===== src/rtl/coeff_token_ctrl.sv =====
// CAVLC coeff_token decode sequencer: picks the VLC table class, counts leading zeros,
// drives the shared LUT bank (or decodes the 6-bit FLC directly) and issues the consume shift.
module coeff_token_ctrl #(
  parameter int WIN_W     = 16,
  parameter int LUTBITS_W = 8
) (
  input  logic                 Clk,
  input  logic                 Rst,
  input  logic                 Start,
  input  logic [4:0]           nC,
  input  logic                 ChromaDC,
  input  logic [WIN_W-1:0]     BitsIn,
  input  logic                 BitsValid,
  output logic [6:0]           LutSel,
  output logic [LUTBITS_W-1:0] LutBits,
  input  logic [4:0]           LutTotalCoeff,
  input  logic [1:0]           LutTrailingOnes,
  input  logic [4:0]           LutNumShift,
  output logic                 ShiftEn,
  output logic [4:0]           ShiftAmt,
  output logic                 Busy,
  output logic                 Done,
  output logic                 Error,
  output logic [4:0]           TotalCoeff,
  output logic [1:0]           TrailingOnes
);

  typedef enum logic [2:0] {
    IDLE,
    WAIT,
    LOOK,
    FLC,
    SHIFT,
    DONE,
    ERR
  } state_t;

  state_t state, nstate;

  logic [2:0]                   cls;
  logic [2:0]                   clsnext;
  logic [4:0]                   lz;
  logic [WIN_W+LUTBITS_W-1:0]   shifted;
  logic [LUTBITS_W-1:0]         afterbits;
  logic                         lutok;
  logic [5:0]                   f;
  logic                         flcesc;
  logic [4:0]                   flctc;
  logic [1:0]                   flct1;
  logic                         flcok;

  assign clsnext = ChromaDC   ? 3'd4 :
                   (nC < 5'd2) ? 3'd0 :
                   (nC < 5'd4) ? 3'd1 :
                   (nC < 5'd8) ? 3'd2 : 3'd3;

  // Leading-zero count: the highest set bit wins, an all-zero window reports 16
  always_comb begin
    lz = 5'd16;
    for (int i = 0; i < WIN_W; i++) begin
      if (BitsIn[i]) lz = 5'(WIN_W - 1 - i);
    end
  end

  // Shifting past the leading '1' zero-fills whatever runs off the bottom of the window
  assign shifted   = {BitsIn, {LUTBITS_W{1'b0}}} << (lz + 5'd1);
  assign afterbits = shifted[WIN_W+LUTBITS_W-1 -: LUTBITS_W];

  assign lutok = (LutNumShift != 5'd0) && (LutNumShift <= 5'd16);

  // 6-bit fixed-length code for nC>=8; 000011 is the escape for zero coefficients
  assign f      = BitsIn[WIN_W-1 -: 6];
  assign flcesc = (f == 6'b000011);
  assign flctc  = flcesc ? 5'd0 : ({1'b0, f[5:2]} + 5'd1);
  assign flct1  = flcesc ? 2'd0 : f[1:0];
  assign flcok  = ({3'b000, flct1} <= flctc);

  always_ff @(posedge Clk) begin
    if (Rst) begin
      state        <= IDLE;
      cls          <= 3'd0;
      LutSel       <= 7'd0;
      LutBits      <= '0;
      ShiftAmt     <= 5'd0;
      TotalCoeff   <= 5'd0;
      TrailingOnes <= 2'd0;
    end else begin
      state <= nstate;
      case (state)
        IDLE: if (Start) cls <= clsnext;
        WAIT: begin
          if (BitsValid && (cls != 3'd3) && (lz != 5'd16)) begin
            LutSel  <= {cls, lz[3:0]};
            LutBits <= afterbits;
          end
        end
        LOOK: begin
          if (lutok) begin
            TotalCoeff   <= LutTotalCoeff;
            TrailingOnes <= LutTrailingOnes;
            ShiftAmt     <= LutNumShift;
          end
        end
        FLC: begin
          if (flcok) begin
            TotalCoeff   <= flctc;
            TrailingOnes <= flct1;
            ShiftAmt     <= 5'd6;
          end
        end
        default: ;
      endcase
    end
  end

  always_comb begin
    nstate = state;
    case (state)
      IDLE:  if (Start) nstate = WAIT;
      WAIT: begin
        if (BitsValid) begin
          if (cls == 3'd3)      nstate = FLC;
          else if (lz == 5'd16) nstate = ERR;
          else                  nstate = LOOK;
        end
      end
      LOOK:  nstate = lutok ? SHIFT : ERR;
      FLC:   nstate = flcok ? SHIFT : ERR;
      SHIFT: nstate = DONE;
      DONE:  nstate = IDLE;
      ERR:   nstate = IDLE;
      default: nstate = IDLE;
    endcase
  end

  // Pulses are gated by Rst so a reset landing in SHIFT/DONE never leaks a partial shift
  assign Busy    = (state != IDLE);
  assign ShiftEn = (state == SHIFT) && !Rst;
  assign Done    = ((state == DONE) || (state == ERR)) && !Rst;
  assign Error   = (state == ERR) && !Rst;

endmodule


===== config.mk =====
export PLATFORM = sky130hd
export DESIGN_NAME = coeff_token_ctrl
export DESIGN_NICKNAME = d
export VERILOG_FILES = /design/src/rtl/coeff_token_ctrl.sv
export SDC_FILE = /design/constraint.sdc
export NUM_CORES = 1
export LEC_CHECK = 0
export ABC_CLOCK_PERIOD_IN_PS = 4900
export CORE_MARGIN = 2
export CORE_UTILIZATION = 35
export CTS_CLUSTER_DIAMETER = 40
export DETAILED_ROUTE_END_ITERATION = 10
export PLACE_DENSITY = 0.63
export SKIP_CTS_REPAIR_TIMING = 1
export SLEW_MARGIN = 20
export SYNTH_ARGS = -nofsm -noshare
export SYNTH_HDL_FRONTEND = slang
export SYNTH_SLANG_ARGS = --single-unit

===== constraint.sdc =====
create_clock -name Clk -period 4.9 [get_ports Clk]
set_input_delay 1.47 -clock Clk [delete_from_list [all_inputs] [get_ports Clk]]
set_output_delay 1.47 -clock Clk [all_outputs]
set_load 0.01 [all_outputs]

==> results_dict.tcl, run 1 <==
set metrics [dict create \
    grt_use_total 0.1865 \
    die_w_um 91.10 \
    io_pins 69 \
    synthTopCellsByArea "dfxtp_1 (25%), nor2_1 (6.1%), nand2_1 (4.1%)" \
    end_kind "flop" \
    final_cell_mix "clkdlybuf4s50_1 (67), nor2_1 (43), dfxtp_1 (33)" \
    finalSetupTns_ns 0 \
    drt-wirelength-per-cell_um 14.83 \
    numPortBuffers 67 \
    dieHeight_um 91.10 \
    outcome "finished, final reports clean" \
    ant_nets 0 \
    syn_inst 334 \
    fin_ws_ns 0.3742 \
    drt-total-wl_mm 7.683 \
    finalMaxSlewViolations 0 \
    worst_pin_slew_ns 0.7323 \
    post-place-ws_ns 0.1123 \
    synth_ff_type "dfxtp_1" \
    vias 2829 \
    syn_to_final_growth_pct 36.43 \
    nets 462 \
    drc_errors 0 \
    drt_iter0_markers 189 \
    cts_buffers 5 \
    rr_worst_depth 7 \
    finClkSkew_ns 0.01358 \
    globalRouteOverflowTotal 0 \
    hold_slack_ns 0.4621 \
    dpl.cell_count 510 \
    async_reset_ff_frac 0 \
    cp_max_fo 6 \
    ys_warn_count 0 \
    holdPathStages 2 \
    die_area_sq_um 8298 \
    first_pass_iters 4 \
    diodes 0 \
    synth.top_cell.area_share 0.2488 \
    cp-start-kind "input pin" \
    synth_edf_count 0 \
    hold_viol 0 \
    slew_headroom 0.5083 \
    clk_latency_ns 0.29 \
    ir_worst_vdd_v 0.0001216 \
    max_stage_delay_ns 0.56 \
    cts_root_buf "clkbuf_8" \
    fin_crit_ns 4.526 \
    clock-sinks 33 \
    clockBufferDepth 2 \
    seq_area_frac_synth 0.2488 \
    h-tree-depth 2 \
    synth_top_area_cell "dfxtp_1" \
    ys_ff_latch 33 \
    powerDensity_nw_per_um2 210.0 \
    crit_path_top_delay_cell "o311ai_0" \
    p_leak_nw 1.399 \
    synth.distinct_cells 71 \
    core_region_area_sq_um 7292 \
    synth_area_sq_um 2655 \
    synth_fp_nets 378 \
    hp-class "flop to flop" \
    crit_arrival_ns 4.70 \
    syn_avg_cell_area_sq_um 7.949 \
    cts_tree "built" \
    worstSetupPathType "input pin to flop" \
    antenna_found_initial 0 \
    timing.fmax_mhz 221.0 \
    max_cap_viol_count 0 \
    num_rows 31 \
    viasPerCell 5.461 \
    start_util 0.3641 \
    setup_viol 0 \
    layout_commonest_cell "clkdlybuf4s50_1" \
    rsz0062_at_grt "no" \
    grt_max_degree 25 \
    grt_pass1_wl_mm 12.81 \
    fin_crit_sh 0.9236 \
    hpwl_mm 6.102 \
    place.gp.congestion 0.8938 \
    grt_pass1_vias 2634 \
    worstPathRequired_ns 5.08 \
    final_cells 518 \
    path_cells "clkdlybuf4s50_1, o311ai_0, a311oi_1, nor3_1, buf_4, ha_1, nor3b_1, nor4_4, a31oi_1, a221o_1, a32o_1" \
    clk_pin_slew_worst_paths_ns 0.07 \
    layout-drive-gt1-share 0.1599 \
]
## where the power goes
| part | leakage (nW) | switching [mW] | internal, mW |
|---|---|---|---|
| sequential | 0.267 | 0.00940 | 0.279 |
| combinational | 1.09 | 0.130 | 0.125 |
| clock | 0.0364 | 0.117 | 0.0997 |
## cells by family after synthesis
family                     synth area share
AOI/OAI and AO/OA                    0.2771
and+or+nand+nor                      0.2785
adders and majority gates           0.02827
DFF                                  0.2488
muxes                               0.06786
xor gates and xnor gates            0.01649
buffers and inverters               0.08294
## layer usage
layer  up-vias  track usage  share of wire
met5         -            0              0
met4         0      0.05177          0.012
met3         7      0.02822          0.051
met2        84       0.2932           0.47
met1      1330       0.2651           0.47
li1       1408            -              -
## synth_stat cells, drive strengths merged, types with 3 or more instances
cell     n
nor2    44
dfxtp   33
nand2   30
a21oi   21
inv     16
o21ai   16
clkbuf  13
a211oi  11
nand3   10
nor3    10
mux2i    9
nor4     9
buf      8
nor2b    8
a31oi    6
ha       6
a311oi   5
and2     5
o211ai   5
o31ai    5
xnor2    5
nand2b   4
o211a    4
a32oi    3
mux4     3
o21bai   3
or2      3
## worst paths after layout
check              from    endpoint  slack (ns)
max           BitsIn[2]  LutBits[4]        0.37
min          LutBits[5]  LutBits[5]        0.46
max reg2reg    state[0]  LutBits[2]        2.83
min reg2reg  LutBits[5]  LutBits[5]        0.46
## worst max-delay path: cells and delay by family
family,cells,cell delay [ns]
compound gates,5,1.56
fa+ha+maj,1,0.24
buf+inv,2,0.67
simple gates,3,0.76
## sequential cells by signal, indices dropped and copies added, names as in the netlist
name and count:
TotalCoeff 5, TrailingOnes 2, LutSel 7, state 3
LutBits 8, ShiftAmt 5, cls 3
## area by class of cell
type / count / area (sq um)
Clock buffer: 5 / 68.82
Clock inverter: 3 / 22.52
Fill cell: 744 / 3670
Sequential cell: 33 / 660.6
Tap cell: 99 / 123.9
Timing Repair Buffer: 98 / 903.4
Inverter: 17 / 63.81
Multi-Input combinational cell: 263 / 1779
## through the flow
step	power [mW]	area, sq um	util
final	0.7607	3622	0.4967
after global routing	0.8009	3622	0.4967
after CTS	0.7639	3622	0.4967
after detailed placement	0.5484	3531	0.4842
after global placement	0.5463	3531	0.4842
after floorplan	0.4443	2655	-
(Power assumes the default switching activity.)
==> run 2, diff against run 1 <==
--- a/config.mk
+++ b/config.mk
@@ -5,7 +5,7 @@
 export SDC_FILE = /design/constraint.sdc
 export NUM_CORES = 1
 export LEC_CHECK = 0
-export ABC_CLOCK_PERIOD_IN_PS = 4900
+export ABC_CLOCK_PERIOD_IN_PS = 5600
 export CORE_MARGIN = 2
 export CORE_UTILIZATION = 35
 export CTS_CLUSTER_DIAMETER = 40
==> constraint.sdc (replaced) <==
create_clock -name Clk -period 5.6 [get_ports Clk]
set_input_delay 1.68 -clock Clk [delete_from_list [all_inputs] [get_ports Clk]]
set_output_delay 1.68 -clock Clk [all_outputs]
set_load 0.01 [all_outputs]
==> run 2 against run 1 <==
Effect of this change:
- die area is the same
- critical path type unchanged
- highest routed layer unchanged
- combinational power decreased by 16%
- clock-buffer cell count unchanged
==> results_dict.tcl, run 2 (synthesis results as in run 1) <==
set metrics [dict create \
    crit_path_top_delay_cell "clkdlybuf4s50_1" \
    numPortBuffers 67 \
    nFillCells 722 \
    syn_to_final_growth_pct 32.75 \
    post-place-ws_ns 0.2949 \
    viasPerCell 5.465 \
    power_frac_comb 0.327 \
    finClkSkew_ns 0.007245 \
    reg_top3 "LutBits (8), LutSel (7)" \
    worstPathRequired_ns 5.78 \
    hpwl_mm 5.871 \
    timing.fmax_mhz 197.2 \
    hold_viol 0 \
    io_pins 69 \
    dieHeight_um 91.10 \
    worst_pin_slew_ns 0.7422 \
    start_util 0.3641 \
    diodes 0 \
    p_int_mw 0.4331 \
    die_area_sq_um 8298 \
    drt_iter0_markers 210 \
    largest_reg_flops 8 \
    ir_worst_vdd_v 0.00007279 \
    rsz0062_at_grt "no" \
    slew_headroom 0.5017 \
    drt-wirelength-per-cell_um 14.91 \
    path_cells "clkdlybuf4s50_1, nor2_1, o311ai_0, a311oi_1, nor3_1, ha_1, nor3b_1, nor4_4, a31oi_1, a221o_1, a32o_1" \
    setup_viol 0 \
    p_leak_nw 1.336 \
    powerDensity_nw_per_um2 185.0 \
    max_stage_delay_ns 0.61 \
    p_sw_frac 0.3357 \
    finalSetupTns_ns 0 \
    antenna_found_initial 0 \
    grt_pass1_vias 2516 \
    ant_nets 0 \
    cp-start-kind "input pin" \
    cp_max_fo 9 \
    place.gp.congestion 0.8795 \
    cts_root_buf "clkbuf_8" \
    finalMaxSlewViolations 0 \
    layout-drive-gt1-share 0.1330 \
    max_cap_viol_count 0 \
    layout_commonest_cell "clkdlybuf4s50_1" \
    fin_ws_ns 0.5284 \
    h-tree-depth 2 \
    clockBufferDepth 2 \
    grt_max_degree 25 \
    fin_crit_sh 0.9056 \
    clock-sinks 33 \
    core_region_area_sq_um 7292 \
    nets 449 \
    drc_errors 0 \
    final_cell_mix "clkdlybuf4s50_1 (67), nor2_1 (43), dfxtp_1 (33)" \
    vias 2760 \
    cp_num_buf_inv 1 \
    cp_top_family "compound AO/OA/AOI/OAI gates" \
    grt_pass1_wl_mm 12.56 \
    crit_arrival_ns 5.26 \
    cts_buffers 5 \
    outcome "finished, final reports clean" \
    worstSetupPathType "input pin to flop" \
    die_w_um 91.10 \
    grt_use_total 0.1836 \
    fin_crit_ns 5.072 \
    cts_tree "built" \
    p_sw_mw 0.2189 \
    clk_latency_ns 0.29 \
    num_rows 31 \
    hp-class "flop to flop" \
    seqPwrFrac 0.388 \
    largest_register "LutBits" \
    clkPwrFrac 0.286 \
    drt-total-wl_mm 7.531 \
    clk_pin_slew_worst_paths_ns 0.07 \
    globalRouteOverflowTotal 0 \
    end_kind "flop" \
    first_pass_iters 4 \
]
==> run 2: worst paths after layout <==
path | slack [ns] | end | cells past startpoint | startpoint
setup reg to reg | 3.52 | LutBits[2] | 7 | state[0]
hold / removal | 0.46 | LutBits[5] | 2 | LutBits[5]
setup / recovery | 0.53 | LutBits[4] | 11 | BitsIn[0]
hold reg to reg | 0.46 | LutBits[5] | 2 | LutBits[5]
==> run 2: power groups by stage <==
stage / sequential, mW / combinational (mW) / clock (mW)
after detailed placement: 0.258 / 0.211 / 0
final: 0.253 / 0.213 / 0.186
after floorplan: 0.258 / 0.131 / 0
after CTS: 0.253 / 0.212 / 0.191
after global placement: 0.258 / 0.210 / 0
after global routing: 0.254 / 0.234 / 0.202
==> run 2: worst reg2reg max path, stage by stage, from the launching register on <==
cell and delay [ns]:
dfxtp_1 0.47, nor2b_1 0.32, o2111ai_1 0.23, o21bai_1 0.26, nand2b_1 0.21, nor2_1 0.23
nand2_1 0.09, o221ai_1 0.20
==> run 2: area by class of cell <==
class	count	area (sq um)	area share
Multi-Input combinational cell	263	1779	0.5048
Tap cell	99	123.9	0.03514
Timing Repair Buffer	85	805.8	0.2286
Clock buffer	5	68.82	0.01952
Sequential cell	33	660.6	0.1874
Clock inverter	3	22.52	0.006390
Inverter	17	63.81	0.01810
==> run 2: per-stage QoR <==
stage / hold slack (ns) / total power, mW / cell area [sq um] / instances / util
floorplan: 0.4792 / 0.3887 / 2655 / 334 / -
global placement: 0.4466 / 0.4680 / 3433 / 497 / 0.4708
detailed placement: 0.4483 / 0.4692 / 3433 / 497 / 0.4708
CTS: 0.4631 / 0.6555 / 3525 / 505 / 0.4834
global route: 0.4860 / 0.6897 / 3525 / 505 / 0.4834
finish: 0.4607 / 0.6520 / 3525 / 505 / 0.4834
==> run 2: metal layers <==
| metal | vias up | GRT usage | share of wire |
|---|---|---|---|
| li1 | 1380 | - | - |
| met1 | 1276 | 0.2537 | 0.46 |
| met2 | 94 | 0.2926 | 0.47 |
| met3 | 10 | 0.03568 | 0.060 |
| met4 | 0 | 0.04798 | 0.013 |
| met5 | - | 0 | 0 |
==> run 3, diff against run 2 <==
--- a/config.mk
+++ b/config.mk
@@ -7,10 +7,10 @@
 export LEC_CHECK = 0
 export ABC_CLOCK_PERIOD_IN_PS = 5600
 export CORE_MARGIN = 2
-export CORE_UTILIZATION = 35
+export CORE_UTILIZATION = 41
 export CTS_CLUSTER_DIAMETER = 40
 export DETAILED_ROUTE_END_ITERATION = 10
-export PLACE_DENSITY = 0.63
+export PLACE_DENSITY = 0.71
 export SKIP_CTS_REPAIR_TIMING = 1
 export SLEW_MARGIN = 20
 export SYNTH_ARGS = -nofsm -noshare
==> run 3 against run 2 <==
Effect of this change:
- worst hold slack better by 0.012 ns
- flip-flop and latch count unchanged
- combinational power about the same
- clock-buffer cell count unchanged
- sequential power is essentially flat
- core utilization rose by 6.9 points
- final cell count is 4.6% lower
==> results_dict.tcl, run 3 (synthesis results as in run 1) <==
set metrics [dict create \
    end_kind "flop" \
    first_pass_iters 4 \
    clk_latency_ns 0.29 \
    path_cells "clkdlybuf4s50_1, nor2_1, o311ai_0, a311oi_1, buf_4, nor3_1, ha_1, nor3b_1, nor4_4, a31oi_1, a221o_1, a32o_1" \
    final_cell_mix "clkdlybuf4s50_1 (67), nor2_1 (43), dfxtp_1 (33)" \
    max_cap_viol_count 0 \
    largest_reg_flops 8 \
    worst_pin_slew_ns 0.7257 \
    cp-start-kind "input pin" \
    finClkSkew_ns 0.009611 \
    layout_commonest_cell "clkdlybuf4s50_1" \
    hp-start "LutBits[7]" \
    hold_viol 0 \
    rr_worst_depth 7 \
    hpwl_mm 5.664 \
    largest_register "LutBits" \
    dieHeight_um 84.47 \
    worstPathRequired_ns 5.77 \
    slew_headroom 0.5127 \
    ant_nets 0 \
    finalSetupTns_ns 0 \
    cts_root_buf "clkbuf_8" \
    numPortBuffers 67 \
    syn_to_final_growth_pct 31.43 \
    holdPathStages 2 \
    place.gp.congestion 0.9256 \
    drc_errors 0 \
    cp_max_fo 7 \
    clockBufferDepth 2 \
    r2r_end "LutBits[2]" \
    die_w_um 84.47 \
    cp_num_buf_inv 2 \
    p_leak_nw 1.332 \
    grt_pass1_vias 2551 \
    cp_top_family "compound AO/OA/AOI/OAI gates" \
    start_util 0.4205 \
    worstSetupPathType "input pin to flop" \
    grt_pass1_wl_mm 12.21 \
    crit_path_top_delay_cell "clkdlybuf4s50_1" \
    hold_end "LutBits[7]" \
    globalRouteOverflowTotal 0 \
    clk_pin_slew_worst_paths_ns 0.07 \
    grt_use_total 0.2047 \
    core_region_area_sq_um 6314 \
    powerDensity_nw_per_um2 185.4 \
    outcome "finished, final reports clean" \
    cts_tree "built" \
    io_pins 69 \
    layout-drive-gt1-share 0.1309 \
    viasPerCell 5.695 \
    nets 448 \
    hp-class "flop to flop" \
    die_area_sq_um 7135 \
    cts_buffers 5 \
    finalMaxSlewViolations 0 \
    drt_iter0_markers 145 \
    diodes 0 \
    drt-wirelength-per-cell_um 15.13 \
    max_stage_delay_ns 0.62 \
    clock-sinks 33 \
    reg_top3 "LutBits (8), LutSel (7)" \
    drt-total-wl_mm 7.291 \
    grt_max_degree 25 \
    r2r_slack_ns 3.55 \
    num_rows 29 \
    final_util 0.5527 \
    r2r_start "state[0]" \
    vias 2745 \
    crit_arrival_ns 5.24 \
    fin_crit_ns 5.068 \
    antenna_found_initial 0 \
    timing.fmax_mhz 197.3 \
    setup_viol 0 \
    fin_crit_sh 0.9051 \
    h-tree-depth 2 \
    ir_worst_vdd_v 0.00009640 \
    rsz0062_at_grt "no" \
]
## run 3: changes by cell type in the layout (fill, tap and decap cells not counted), sizes merged
cell / change
buf: -1
## run 3: how the worst max path moves through the flow
stage                    start    endpoint  slack (ns)  cells after the start
floorplan           BitsIn[13]  LutBits[6]        1.16                     14
global placement     BitsIn[1]  LutBits[4]        0.35                     12
detailed placement   BitsIn[1]  LutBits[4]        0.33                     12
CTS                  BitsIn[1]  LutBits[4]        0.61                     12
global route         BitsIn[1]  LutBits[4]        0.26                     12
finish               BitsIn[1]  LutBits[4]        0.53                     12
## run 3: metal layers
| metal | part of all wire | track usage | wire length [um] |
|---|---|---|---|
| met5 | 0 | 0 | 0 |
| met3 | 0.060 | 0.02753 | 439 |
| met4 | 0.0081 | 0.05339 | 59 |
| met2 | 0.47 | 0.3333 | 3419 |
| met1 | 0.46 | 0.2868 | 3372 |
## run 3: through the flow
step | worst slack [ns] | hold slack [ns] | cells | total power, mW | cell area (sq um)
detailed placement | 0.3335 | 0.4626 | 474 | 0.4696 | 3398
global route | 0.2600 | 0.4846 | 482 | 0.6844 | 3490
CTS | 0.6135 | 0.4762 | 482 | 0.6517 | 3490
global placement | 0.3519 | 0.4543 | 474 | 0.4672 | 3398
floorplan | 1.158 | 0.4792 | 334 | 0.3887 | 2655
finish | 0.5316 | 0.4725 | 482 | 0.6469 | 3490
## run 3: area by class of cell
type / count / area (sq um)
clock buffers: 5 / 68.82
clock inverters: 3 / 22.52
fillers: 596 / 2824
inverters: 17 / 63.81
multi-input cells: 263 / 1779
flip-flops and latches: 33 / 660.6
well taps: 77 / 96.34
repair buffers: 84 / 798.3
## run 3: report_power, final
| part | total, mW | internal [mW] | switching (mW) |
|---|---|---|---|
| Clock | 0.180 | 0.0871 | 0.0929 |
| Sequential | 0.253 | 0.245 | 0.00852 |
| Combinational | 0.214 | 0.102 | 0.112 |
## run 3: worst min-delay path, delay by kind of cell (launching register included)
family | cells | cell delay, ns
compound gates | 1 | 0.06
flops | 1 | 0.32
simple gates | 1 | 0.05
